===== src/rtl/spi_bridge_if.sv =====
// Decoder-side bus of the SPI bridge: received byte with its strobe, and the
// response byte the decoder hands back for the next SPI byte slot.
interface spi_bridge_if;
  logic       byte_sync;
  logic [7:0] data_in;
  logic [7:0] data_out;

  modport master (output byte_sync, output data_in, input data_out);
  modport slave  (input byte_sync, input data_in, output data_out);
endinterface


===== src/rtl/spi_bridge.sv =====
// SPI mode-0 slave front-end. Synchronises sclk/cs_n/mosi into clk, shifts
// MOSI into bytes (one-cycle byte_sync per byte), and shifts the decoder's
// response out on MISO during the following byte.
// Optional macro SPI_BRIDGE_MISO_TRISTATE_EN: release miso (1'bz) while idle.
//
// state  | meaning
// IDLE   | no frame; bit counter and rx cleared, sclk edges ignored
// ACTIVE | cs_n low after a synchronised falling edge; shifting bits
module spi_bridge #(
  parameter int SYNC_STAGES = 2
) (
  input  logic clk,
  input  logic rst_n,
  input  logic sclk,
  input  logic cs_n,
  input  logic mosi,
  output logic miso,
  spi_bridge_if.master bus
);

  typedef enum logic {IDLE, ACTIVE} state_t;

  state_t state, state_nxt;

  logic [SYNC_STAGES-1:0] sclk_sync, cs_sync, mosi_sync;
  logic sclk_d, cs_d;
  logic sclk_s, cs_s, mosi_s;
  logic rise, fall, sel_start, active;
  logic [2:0] bit_cnt;
  logic [7:0] rx, tx;
  logic start_q;

  assign sclk_s = sclk_sync[SYNC_STAGES-1];
  assign cs_s   = cs_sync[SYNC_STAGES-1];
  assign mosi_s = mosi_sync[SYNC_STAGES-1];

  assign rise      = sclk_s & ~sclk_d;
  assign fall      = ~sclk_s & sclk_d;
  assign sel_start = ~cs_s & cs_d;

  // Shifting is only allowed while the frame is open; a raised cs_n wins at once.
  assign active = (state == ACTIVE) && !cs_s;

  // Pin synchronisers plus one extra sample of sclk/cs_n for edge detection.
  always_ff @(posedge clk or negedge rst_n) begin
    if (!rst_n) begin
      sclk_sync <= '0;
      cs_sync   <= '1;
      mosi_sync <= '0;
      sclk_d    <= 1'b0;
      cs_d      <= 1'b1;
    end else begin
      sclk_sync <= {sclk_sync[SYNC_STAGES-2:0], sclk};
      cs_sync   <= {cs_sync[SYNC_STAGES-2:0], cs_n};
      mosi_sync <= {mosi_sync[SYNC_STAGES-2:0], mosi};
      sclk_d    <= sclk_s;
      cs_d      <= cs_s;
    end
  end

  // Frame state register.
  always_ff @(posedge clk or negedge rst_n) begin
    if (!rst_n) state <= IDLE;
    else        state <= state_nxt;
  end

  // Frame next-state: open on a synchronised cs_n fall, close whenever cs_n is high.
  always_comb begin
    state_nxt = state;
    if (cs_s)
      state_nxt = IDLE;
    else if (state == IDLE && sel_start)
      state_nxt = ACTIVE;
  end

  // Receive path: shift on sclk rise; the 8th bit publishes the byte and strobes.
  always_ff @(posedge clk or negedge rst_n) begin
    if (!rst_n) begin
      rx            <= '0;
      bit_cnt       <= '0;
      bus.byte_sync <= 1'b0;
      bus.data_in   <= '0;
    end else begin
      bus.byte_sync <= active && rise && (bit_cnt == 3'd7);
      if (!active) begin
        rx      <= '0;
        bit_cnt <= '0;
      end else if (rise) begin
        rx      <= {rx[6:0], mosi_s};
        bit_cnt <= bit_cnt + 3'd1;
        if (bit_cnt == 3'd7)
          bus.data_in <= {rx[6:0], mosi_s};
      end
    end
  end

  // Transmit path: reload after frame start and after each byte (load beats a
  // shift); skipping the shift on the post-byte fall keeps the new MSB on miso.
  always_ff @(posedge clk or negedge rst_n) begin
    if (!rst_n) begin
      tx      <= '0;
      start_q <= 1'b0;
    end else begin
      start_q <= (state == IDLE) && sel_start;
      if (start_q || bus.byte_sync)
        tx <= bus.data_out;
      else if (active && fall && (bit_cnt != 3'd0))
        tx <= {tx[6:0], 1'b0};
    end
  end

  // MISO driver: MSB of tx during a frame, parked otherwise.
  always_comb begin
`ifdef SPI_BRIDGE_MISO_TRISTATE_EN
    miso = (state == ACTIVE) ? tx[7] : 1'bz;
`else
    miso = (state == ACTIVE) ? tx[7] : 1'b0;
`endif
  end

endmodule


===== src/flat_wrapper.sv =====
// flat-port wrapper written by rule: the top's interface ports become plain ports
module spi_bridge_flat 
#(
  parameter int SYNC_STAGES = 2
)
  (clk, rst_n, sclk, cs_n, mosi, miso, bus_byte_sync, bus_data_in, bus_data_out);
  spi_bridge_if bus_i ();
  input  logic clk;
  input  logic rst_n;
  input  logic sclk;
  input  logic cs_n;
  input  logic mosi;
  output logic miso;
  output wire logic [$bits(bus_i.byte_sync)-1:0] bus_byte_sync;
  output wire logic [$bits(bus_i.data_in)-1:0] bus_data_in;
  input wire logic [$bits(bus_i.data_out)-1:0] bus_data_out;
  assign bus_byte_sync = bus_i.byte_sync;
  assign bus_data_in = bus_i.data_in;
  assign bus_i.data_out = bus_data_out;
  spi_bridge #(.SYNC_STAGES(SYNC_STAGES)) u_core (.clk(clk), .rst_n(rst_n), .sclk(sclk), .cs_n(cs_n), .mosi(mosi), .miso(miso), .bus(bus_i));
endmodule

===== config.mk =====
export PLATFORM = sky130hd
export DESIGN_NAME = spi_bridge_flat
export DESIGN_NICKNAME = d
export VERILOG_FILES = /design/src/rtl/spi_bridge_if.sv /design/src/rtl/spi_bridge.sv /design/src/flat_wrapper.sv
export SDC_FILE = /design/constraint.sdc
export NUM_CORES = 1
export LEC_CHECK = 0
export ABC_CLOCK_PERIOD_IN_PS = 2400
export CELL_PAD_IN_SITES_DETAIL_PLACEMENT = 0
export CELL_PAD_IN_SITES_GLOBAL_PLACEMENT = 1
export CORE_MARGIN = 4
export CORE_UTILIZATION = 40
export CTS_BUF_LIST = sky130_fd_sc_hd__clkbuf_8
export DETAILED_ROUTE_END_ITERATION = 8
export HOLD_SLACK_MARGIN = 0.15
export PLACE_DENSITY = 0.83
export SYNTH_ARGS = -nofsm -noshare
export SYNTH_HDL_FRONTEND = slang
export SYNTH_SLANG_ARGS = --single-unit

===== constraint.sdc =====
create_clock -name clk -period 2.4 [get_ports clk]
set_clock_uncertainty 0.2 [all_clocks]
set_input_delay 0.36 -clock clk [delete_from_list [all_inputs] [get_ports clk]]
set_output_delay 0.36 -clock clk [all_outputs]
set_load 0.01 [all_outputs]

---- Word-level counts from Yosys, hierarchy flattened ----
Cells that the tools add are included.
cells by class
  add/subtract/negate cells ............... 1
  equality and inequality tests ........... 2
  muxes and demuxes ....................... 9
  bitwise gates (word level) .............. 7
  reduce and logical (&&, ||, !) cells .... 12
operators with widths
  kind                                                                      count
  8-bit 2-to-1 mux                                                          2
  7-bit 2-to-1 mux                                                          2
  1-bit logical AND                                                         6
  3-bit 2-to-1 mux                                                          2
  1-bit inverter                                                            4
  2-bit nonzero test                                                        2
  3-bit by 1-bit adder with 3-bit output (second input constant)            1
  1-bit bitwise AND                                                         3
  3-bit equality test (second input constant)                               1
  1-bit 2-to-1 mux                                                          3
  3-bit AND reduction                                                       1
  3-bit nonzero test                                                        1
  2-bit by 1-bit inequality test with 1-bit output (second input constant)  1
  1-bit logical NOT                                                         1
  1-bit logical OR                                                          1
storage, ports and cells
  bits in registers ....................... 37
  input bits .............................. 13
  word-level logic and storage cells ...... 43

---- Logic depth before layout (Yosys ltp) ----
Gate-level depths: netlist (run 1).
  word-level depth ........................ 6
  depth in mapped cells ................... 5

---- Worst setup path before layout (run 1) ----
No wires, ideal clock.
  kind .................................... register -> register
  from .................................... register u_core.bit_cnt[0]
  to ...................................... register u_core.bus.data_in[0]
  library setup time ...................... 0.125 ns
  data arrival time ....................... 1.267 ns
  data required time ...................... 2.075 ns
  slack ................................... 0.808 ns
  stages on the path, launching flop included .. 5
  buffers on the path ..................... 0
  clock period less this slack ............ 1.592 ns
  cells stage by stage .................... dfrtp_1 -> ha_1 -> ha_1 -> nand4b_4 -> mux2_2
between the ends
  word-level cells in the longest chain between the ends .. 2
RTL lines
  element                        line                text
  from (decl)                    spi_bridge.sv:29    logic [2:0] bit_cnt;
  from (signal assigned)         spi_bridge.sv:90    bit_cnt <= bit_cnt + 3'd1;
  3-bit equality test            spi_bridge.sv:91    if (bit_cnt == 3'd7)
  3-bit AND reduction (no line)  -
  to (signal assigned)           spi_bridge.sv:92    bus.data_in <= {rx[6:0], mosi_s};
  to (decl)                      spi_bridge_if.sv:8  modport master (output byte_sync, output data_in, input data_out);
Every way passes these cells.
A chain may end at the register's enable or synchronous reset.

---- Worst setup path in the final report (run 1) ----
  from .................................... register u_core.state
  to ...................................... output miso
between the ends
  word-level cells in the longest chain between the ends .. 1
RTL lines
  element                 line                text
  from (decl)             spi_bridge.sv:23    state_t state, state_nxt;
  from (signal assigned)  spi_bridge.sv:64    else state <= state_nxt;
  1-bit 2-to-1 mux        spi_bridge.sv:117   miso = (state == ACTIVE) ? tx[7] : 1'b0;
  to (decl)               flat_wrapper.sv:13  output logic miso;
Every way passes these cells.

==> summary.md, run 1 <==
| Metric | Value |
|---|---|
| Filler cells | 335 |
| Final ANT Viol Nets | 0 |
| Ys flop type | dfrtp_1 |
| Share of the synthesized area in the top cell type | between 50% and 60% |
| Upper clock frequency limit | between 400 and 500 MHz |
| FFs w/ async S/R, synth | 100% |
| Initial antenna violation count | 0 |
| Routability Congestion | between 0.7 and 0.8 |
| Crit path kind | flip-flop to output pin |
| GRT overflow | 0 |
| Tcrit/Tclk final | a little over four fifths |
| Post-DR wirelength/cell | approximately 13 um |
| Seq/Total Area, Yosys | between 60% and 70% |
| Tot GR Track Use | between 10% and 20% |
| Mux share of post-synthesis cell area | under 10% |
| DR vias/cell | about 4.9 |
| Hold WC Path Type | flip-flop to flip-flop |
| Final Non-Filler Cells | 202 |
| Area leader, netlist | dfrtp_1 |
| Largest net degree at the start of global routing | 38 |
| Cell Area, Synth | roughly 1500 um^2 |
| Cell count of the worst reg-to-reg path | 4 |
| Critical R2R Capture | u_core.bus.data_in[6]$_DFFE_PN0P_ |
| Number of global-route vias before repair | 1064 |
| DP Wirelength | 1850 um |
| Clock Tree Root | clkbuf_8 |
| Slowest-stage cell, CP | clkdlybuf4s50_1 |
| WL final | approximately 2700 um |
| Row cnt | 21 |
| # Post-CTS Setup Buffers | 0 |
| WP data required | 1.84 ns |
| Layout cells sized above 1 | 14.7% |
| Gate count after technology mapping | between 100 and 150 |
| Outcome | finished clean |
| Register Area | between 900 and 1000 um^2 |
| First-pass GRT wire length | between 4000 and 5000 um |
| TritonCTS buffer count | 5 |
| Xor-xnor portion of the synthesized cell area | less than 1% |
| PD cells | 642 nW/um^2 |
| Setup TNS Final | 0 ns |
| Initial Util | 43.1% |
| Critical Path Max Stage Delay | around 0.52 ns |
| Final hold violation count | 0 |
| Final net count | ~170 |
| P&R area growth vs syn | 23.9% |
| Core footprint | ~3500 um^2 |
| CTS tree | yes |
| Fin crit period | about 2 ns |
| Die Ht | ~70 um |
| Syn. warnings | 0 |
| Io pins | 23 |
| Most common cell in the synthesized netlist | dfrtp_1 |
| Final Max Slew Viols | 0 |
| Capture point of the critical path | miso |
| 1st-iter DRT viols | just over 40 |
| Multi-input gate area | about 530 um^2 |
| Headroom to the max-slew limit | 69.9% |
| CP Capture Type | output pin |
| Clock slew seen by the registers of the worst setup and hold paths | about 0.060 ns |
| Sink Count | 37 |
| Synth Area in Compound Gates | between 9 and 10% |
| Arrival @ worst endpoint | 1.47 ns |
| CTS resizes | 0 |
| CP Cell Sequence | and2_2 > clkdlybuf4s50_1 |
| First-pass detailed-route iteration total | 4 |
| Largest family of logic cells by synthesized area | simple AND/OR/NAND/NOR gates |
| EDFF count, synth | 0 |
| Dpl cells | between 150 and 200 |
| Max H-tree Level | 2 |
| RR Startpoint | u_core.bit_cnt[0]$_DFFE_PN0P_ |
| Max Cap Violations | 0 |
| Ant. Diodes | 0 |
| RSZ-0062 raised after global routing | false |
| Clk Latency, worst-skew pair | about 0.28 ns |
| Hold buffers post-CTS | 0 |
| Synth Register Bits | 37 |
| Worst Tran Pin Value | between 0.4 and 0.5 ns |
| Finish-stage setup viols | 0 |
| Type of origin of the critical path | flip-flop |
| Worst-path maximum fanout | 7 |
| Adder-cell share of the synthesized area | under 10% |
| Die width | 69.1 um |
| Syn_nets | 145 |
| Synth Area in Simple Gates | between 15 and 20% |
| Remaining routing DRC violations | 0 |
| Die area | roughly 4800 um^2 |
| Leakage power | 0.824 nW |
| Buffers on Ports | 22 |
| Synth Area per Inst | about 12 um^2 |
| Commonest cells in the netlist | 34 x dfrtp_1, 19 x nand2_1, 11 x nor2_1 |
| Top cells by area, synth | dfrtp_1 57%, mux2_2 6.0%, dfstp_2 5.3% |
| Netlist cell types | 25 |
| Longest Clk Path Bufs | 2 |
| R2r setup slk | 0.71 ns |
| Via Count | approximately 1000 |
| Maximum vdd drop | 0.000410 V |
| Source of the critical timing path | u_core.state$_DFFE_PN0P_ |
layout by cell type, fill, tap and decap left out, types with 2 or more instances in the layout:
master	synthesis	final
a31oi_1	7	7
mux2_2	8	8
inv_1	3	5
ha_1	3	3
clkbuf_8	0	6
clkdlybuf4s50_1	0	22
nand2_1	19	19
nand2b_1	2	2
dfrtp_1	34	34
buf_4	1	2
a21oi_1	9	9
dfstp_2	3	3
o21ai_0	8	8
nor2_1	11	11
nand3_1	7	7
per-stage QoR:
stage	hold slack, ns	area [um^2]	util, %	power, mW	setup slack [ns]
3_5_place_dp	0.140	1760	50.8	0.783	0.658
3_3_place_gp	0.133	1760	50.8	0.776	0.689
2_1_floorplan	-0.136	1490	-	0.731	0.808
5_1_grt	0.164	1850	53.4	1.25	0.308
6_report	0.151	1850	53.4	1.19	0.366
4_1_cts	0.155	1850	53.4	1.21	0.341
how the worst min path moves through the flow:
stage,from,to,slack (ns),depth (start not counted)
floorplan,rst_n,u_core.bit_cnt[0]$_DFFE_PN0P_,-0.14,0
global placement,u_core.sclk_sync[0]$_DFF_PN0_,u_core.sclk_sync[1]$_DFF_PN0_,0.13,0
detailed placement,u_core.sclk_sync[0]$_DFF_PN0_,u_core.sclk_sync[1]$_DFF_PN0_,0.14,0
CTS,u_core.sclk_sync[0]$_DFF_PN0_,u_core.sclk_sync[1]$_DFF_PN0_,0.16,0
global route,u_core.cs_sync[0]$_DFF_PN1_,u_core.cs_sync[1]$_DFF_PN1_,0.16,0
finish,u_core.sclk_sync[0]$_DFF_PN0_,u_core.sclk_sync[1]$_DFF_PN0_,0.15,0
power breakdown:
| group | internal (mW) | total (mW) | switching [mW] |
|---|---|---|---|
| clock | 0.225 | 0.419 | 0.194 |
| sequential | 0.658 | 0.679 | 0.0208 |
| combinational | 0.0448 | 0.0904 | 0.0456 |
| total | 0.928 | 1.19 | 0.261 |
registers in the layout (all words and copies together), names as in the netlist:
register	count
u_core.bus.data_in	8
u_core.tx	8
u_core.rx	7
u_core.bit_cnt	3
u_core.cs_sync	2
u_core.mosi_sync	2
u_core.sclk_sync	2
u_core.bus.byte_sync	1
u_core.cs_d	1
u_core.sclk_d	1
u_core.start_q	1
u_core.state	1
critical path: cells and delay by family, from the launching register on:
family        cells  cell delay [ns]
simple gates      1             0.19
buf+inv           1             0.52
flops             1             0.48
kinds of logic after synthesis:
kind of cell               count (synthesis)
and+or+nand+nor                           47
DFF                                       37
AOI/OAI and AO/OA                         25
buffers and inverters                      8
muxes                                      8
adders and majority gates                  3
xor gates and xnor gates                   1
final cells by class:
cell class / count / area share (%)
timing repair buffer: 24 / 12.7
multi-input combinational: 84 / 28.5
clock buffer: 6 / 4.46
clock inverter: 2 / 0.406
inverter: 3 / 0.609
sequential: 37 / 50.2
tap: 46 / 3.11
metal layers:
layer / vias to the layer above / global-route usage, % / routed length, um
met5: - / 0 / 0
met4: 0 / 4.56 / 40
met3: 4 / 4.94 / 159
met2: 25 / 21.6 / 1370
met1: 475 / 13.1 / 1120
li1: 491 / - / -
No activity file was read; power rests on OpenSTA's default activity.
==> run 2: changes to the inputs <==
--- a/config.mk
+++ b/config.mk
@@ -5,7 +5,7 @@
 export SDC_FILE = /design/constraint.sdc
 export NUM_CORES = 1
 export LEC_CHECK = 0
-export ABC_CLOCK_PERIOD_IN_PS = 2400
+export ABC_CLOCK_PERIOD_IN_PS = 2000
 export CELL_PAD_IN_SITES_DETAIL_PLACEMENT = 0
 export CELL_PAD_IN_SITES_GLOBAL_PLACEMENT = 1
 export CORE_MARGIN = 4
==> constraint.sdc (replaced) <==
create_clock -name clk -period 2 [get_ports clk]
set_clock_uncertainty 0.2 [all_clocks]
set_input_delay 0.3 -clock clk [delete_from_list [all_inputs] [get_ports clk]]
set_output_delay 0.3 -clock clk [all_outputs]
set_load 0.01 [all_outputs]
==> summary.md, run 2 (synthesis results as in run 1) <==
| Metric | Value |
|---|---|
| Final hold violation count | 0 (unchanged) |
| P&R area growth vs syn | 27.4% (was 23.9%) |
| Via Count | 980 (was 995) |
| First-pass GRT wire length | 4910 um (was 4740 um) |
| Critical path's top delay family | buffers and inverters (unchanged) |
| 1st-iter DRT viols | 51 (was 41) |
| Outcome | finished clean (unchanged) |
| Slowest-stage cell, CP | clkdlybuf4s50_1 (unchanged) |
| Number of global-route vias before repair | 1079 (was 1064) |
| Longest Clk Path Bufs | 2 (unchanged) |
| Finish-stage setup viols | 0 (unchanged) |
| Final net count | 172 (was 171) |
| CP bufs+invs | 1 (unchanged) |
| CTS tree | yes (unchanged) |
| Layout Utilization | 54.9% (was 53.4%) |
| Leakage power | 0.843 nW (was 0.824 nW) |
| Clk Latency, worst-skew pair | 0.29 ns (was 0.28 ns) |
| DR vias/cell | 4.83 (was 4.93) |
| Die area | 4780 um^2 (unchanged) |
| Clock Tree Root | clkbuf_8 (unchanged) |
| Buffers on Ports | 22 (unchanged) |
| RR Startpoint | u_core.bit_cnt[0]$_DFFE_PN0P_ (unchanged) |
| Final Max Slew Viols | 0 (unchanged) |
| Most frequent cells in the layout | 33 x dfrtp_1, 22 x clkdlybuf4s50_1, 19 x nand2_1 (was 34 x dfrtp_1, 22 x clkdlybuf4s50_1, 19 x nand2_1) |
| Fin crit period | about 1.9 ns |
| WL final | 2690 um (about the same) |
| Clock slew seen by the registers of the worst setup and hold paths | 0.07 ns (was 0.06 ns) |
| Core footprint | 3470 um^2 (unchanged) |
| Final Cell Area | 1900 um^2 (was 1850 um^2) |
| PD cells | 880 nW/um^2 (was 642 nW/um^2) |
| Setup TNS Final | 0 ns (unchanged) |
| Arrival @ worst endpoint | 1.41 ns (was 1.47 ns) |
| Routability Congestion | 0.722 (was 0.705) |
| Die Ht | 69.1 um (unchanged) |
| GRT overflow | 0 (unchanged) |
| Type of origin of the critical path | flip-flop (unchanged) |
| Total Power | 1.67 mW (was 1.19 mW) |
| Worst Tran Pin Value | 0.498 ns (was 0.452 ns) |
| Post-DR wirelength/cell | 13.2 um (was 13.3 um) |
| Sink Count | 37 (unchanged) |
| First-pass detailed-route iteration total | 2 (was 4) |
| Initial antenna violation count | 0 (unchanged) |
| TritonCTS buffer count | 5 (unchanged) |
| Remaining routing DRC violations | 0 (unchanged) |
| Source of the critical timing path | u_core.state$_DFFE_PN0P_ (unchanged) |
| Initial Util | 43.1% (unchanged) |
| Maximum vdd drop | 0.000548 V (was 0.000410 V) |
| Row cnt | 21 (unchanged) |
| Most common cell after layout, fill and taps aside | dfrtp_1 (unchanged) |
| Post-Place Cell Area | 1770 um^2 (was 1760 um^2) |
| Io pins | 23 (unchanged) |
| Crit path kind | flip-flop to output pin (unchanged) |
| Min-Delay Startpoint | u_core.mosi_sync[0]$_DFF_PN0_ (was u_core.sclk_sync[0]$_DFF_PN0_) |
| Hold WC Path Type | flip-flop to flip-flop (unchanged) |
| Max H-tree Level | 2 (unchanged) |
| WP data required | 1.50 ns (was 1.84 ns) |
| DP Wirelength | 1870 um (was 1850 um) |
| Top Registers | u_core.bus.data_in x8, u_core.tx x8, u_core.rx x7 (unchanged) |
| Hold buffers post-CTS | 0 (unchanged) |
| Die width | 69.1 um (unchanged) |
| Tot GR Track Use | 12.8% (was 12.3%) |
| Worst-path maximum fanout | 7 (unchanged) |
| Ant. Diodes | 0 (unchanged) |
| Layout cells sized above 1 | 17.2% (was 14.7%) |
| Critical Path Max Stage Delay | 0.52 ns (about the same) |
| Tcrit/Tclk final | a little over nine tenths |
| CP Capture Type | output pin (unchanged) |
| Headroom to the max-slew limit | 66.8% (was 69.9%) |
| CP Cell Sequence | and2_2 > clkdlybuf4s50_1 (unchanged) |
| Final ANT Viol Nets | 0 (unchanged) |
| Upper clock frequency limit | between 500 and 600 MHz |
| Max Cap Violations | 0 (unchanged) |
| Largest net degree at the start of global routing | 38 (unchanged) |
| RSZ-0062 raised after global routing | false (unchanged) |
run 2: worst paths after layout:
check | to | slack [ns] | depth (start not counted)
max reg2reg | u_core.tx[5]$_DFFE_PN0P_ | 0.27 | 5
max | miso | 0.09 | 2
min | u_core.mosi_sync[1]$_DFF_PN0_ | 0.15 | 0
min reg2reg | u_core.mosi_sync[1]$_DFF_PN0_ | 0.15 | 0
max in group asynchronous | u_core.cs_sync[0]$_DFF_PN1_ | 1.02 | 2
min in group asynchronous | u_core.tx[2]$_DFFE_PN0P_ | 0.23 | 2
run 2: layout make-up:
cell class	instances	area, um^2
clock inverters	3	65.1
multi-input cells	84	527
repair buffers	25	243
well taps	46	57.6
inverters	3	11.3
flip-flops and latches	37	931
fillers	315	1570
clock buffers	5	68.8
run 2: report_power, final:
part	internal [mW]	switching (mW)	leakage, nW
clock network	0.495	0.256	0.0681
logic	0.0550	0.0543	0.306
registers	0.789	0.0239	0.468
total	1.34	0.335	0.843
run 2: per-stage QoR:
stage,cells,hold slack (ns),setup slack (ns)
floorplan,129,-0.196,0.408
global placement,195,0.134,0.346
detailed placement,195,0.143,0.281
CTS,203,0.159,0.0723
global route,203,0.164,0.0497
finish,203,0.154,0.0919
run 2: routing by layer:
layer	part of all wire [%]	GRT usage, %	vias up	wire length, um
li1	-	-	493	-
met1	43	14.3	464	1170
met2	50	21.3	19	1340
met3	4.9	5.23	4	131
met4	1.8	5.86	0	49
met5	0	0	-	0
run 2: timing repair:
| action | CTS | global route |
|---|---|---|
| setup endpoints to repair | 1 | 0 |
| gates resized for setup | 1 | 0 |
| buffers inserted | 0 | 0 |
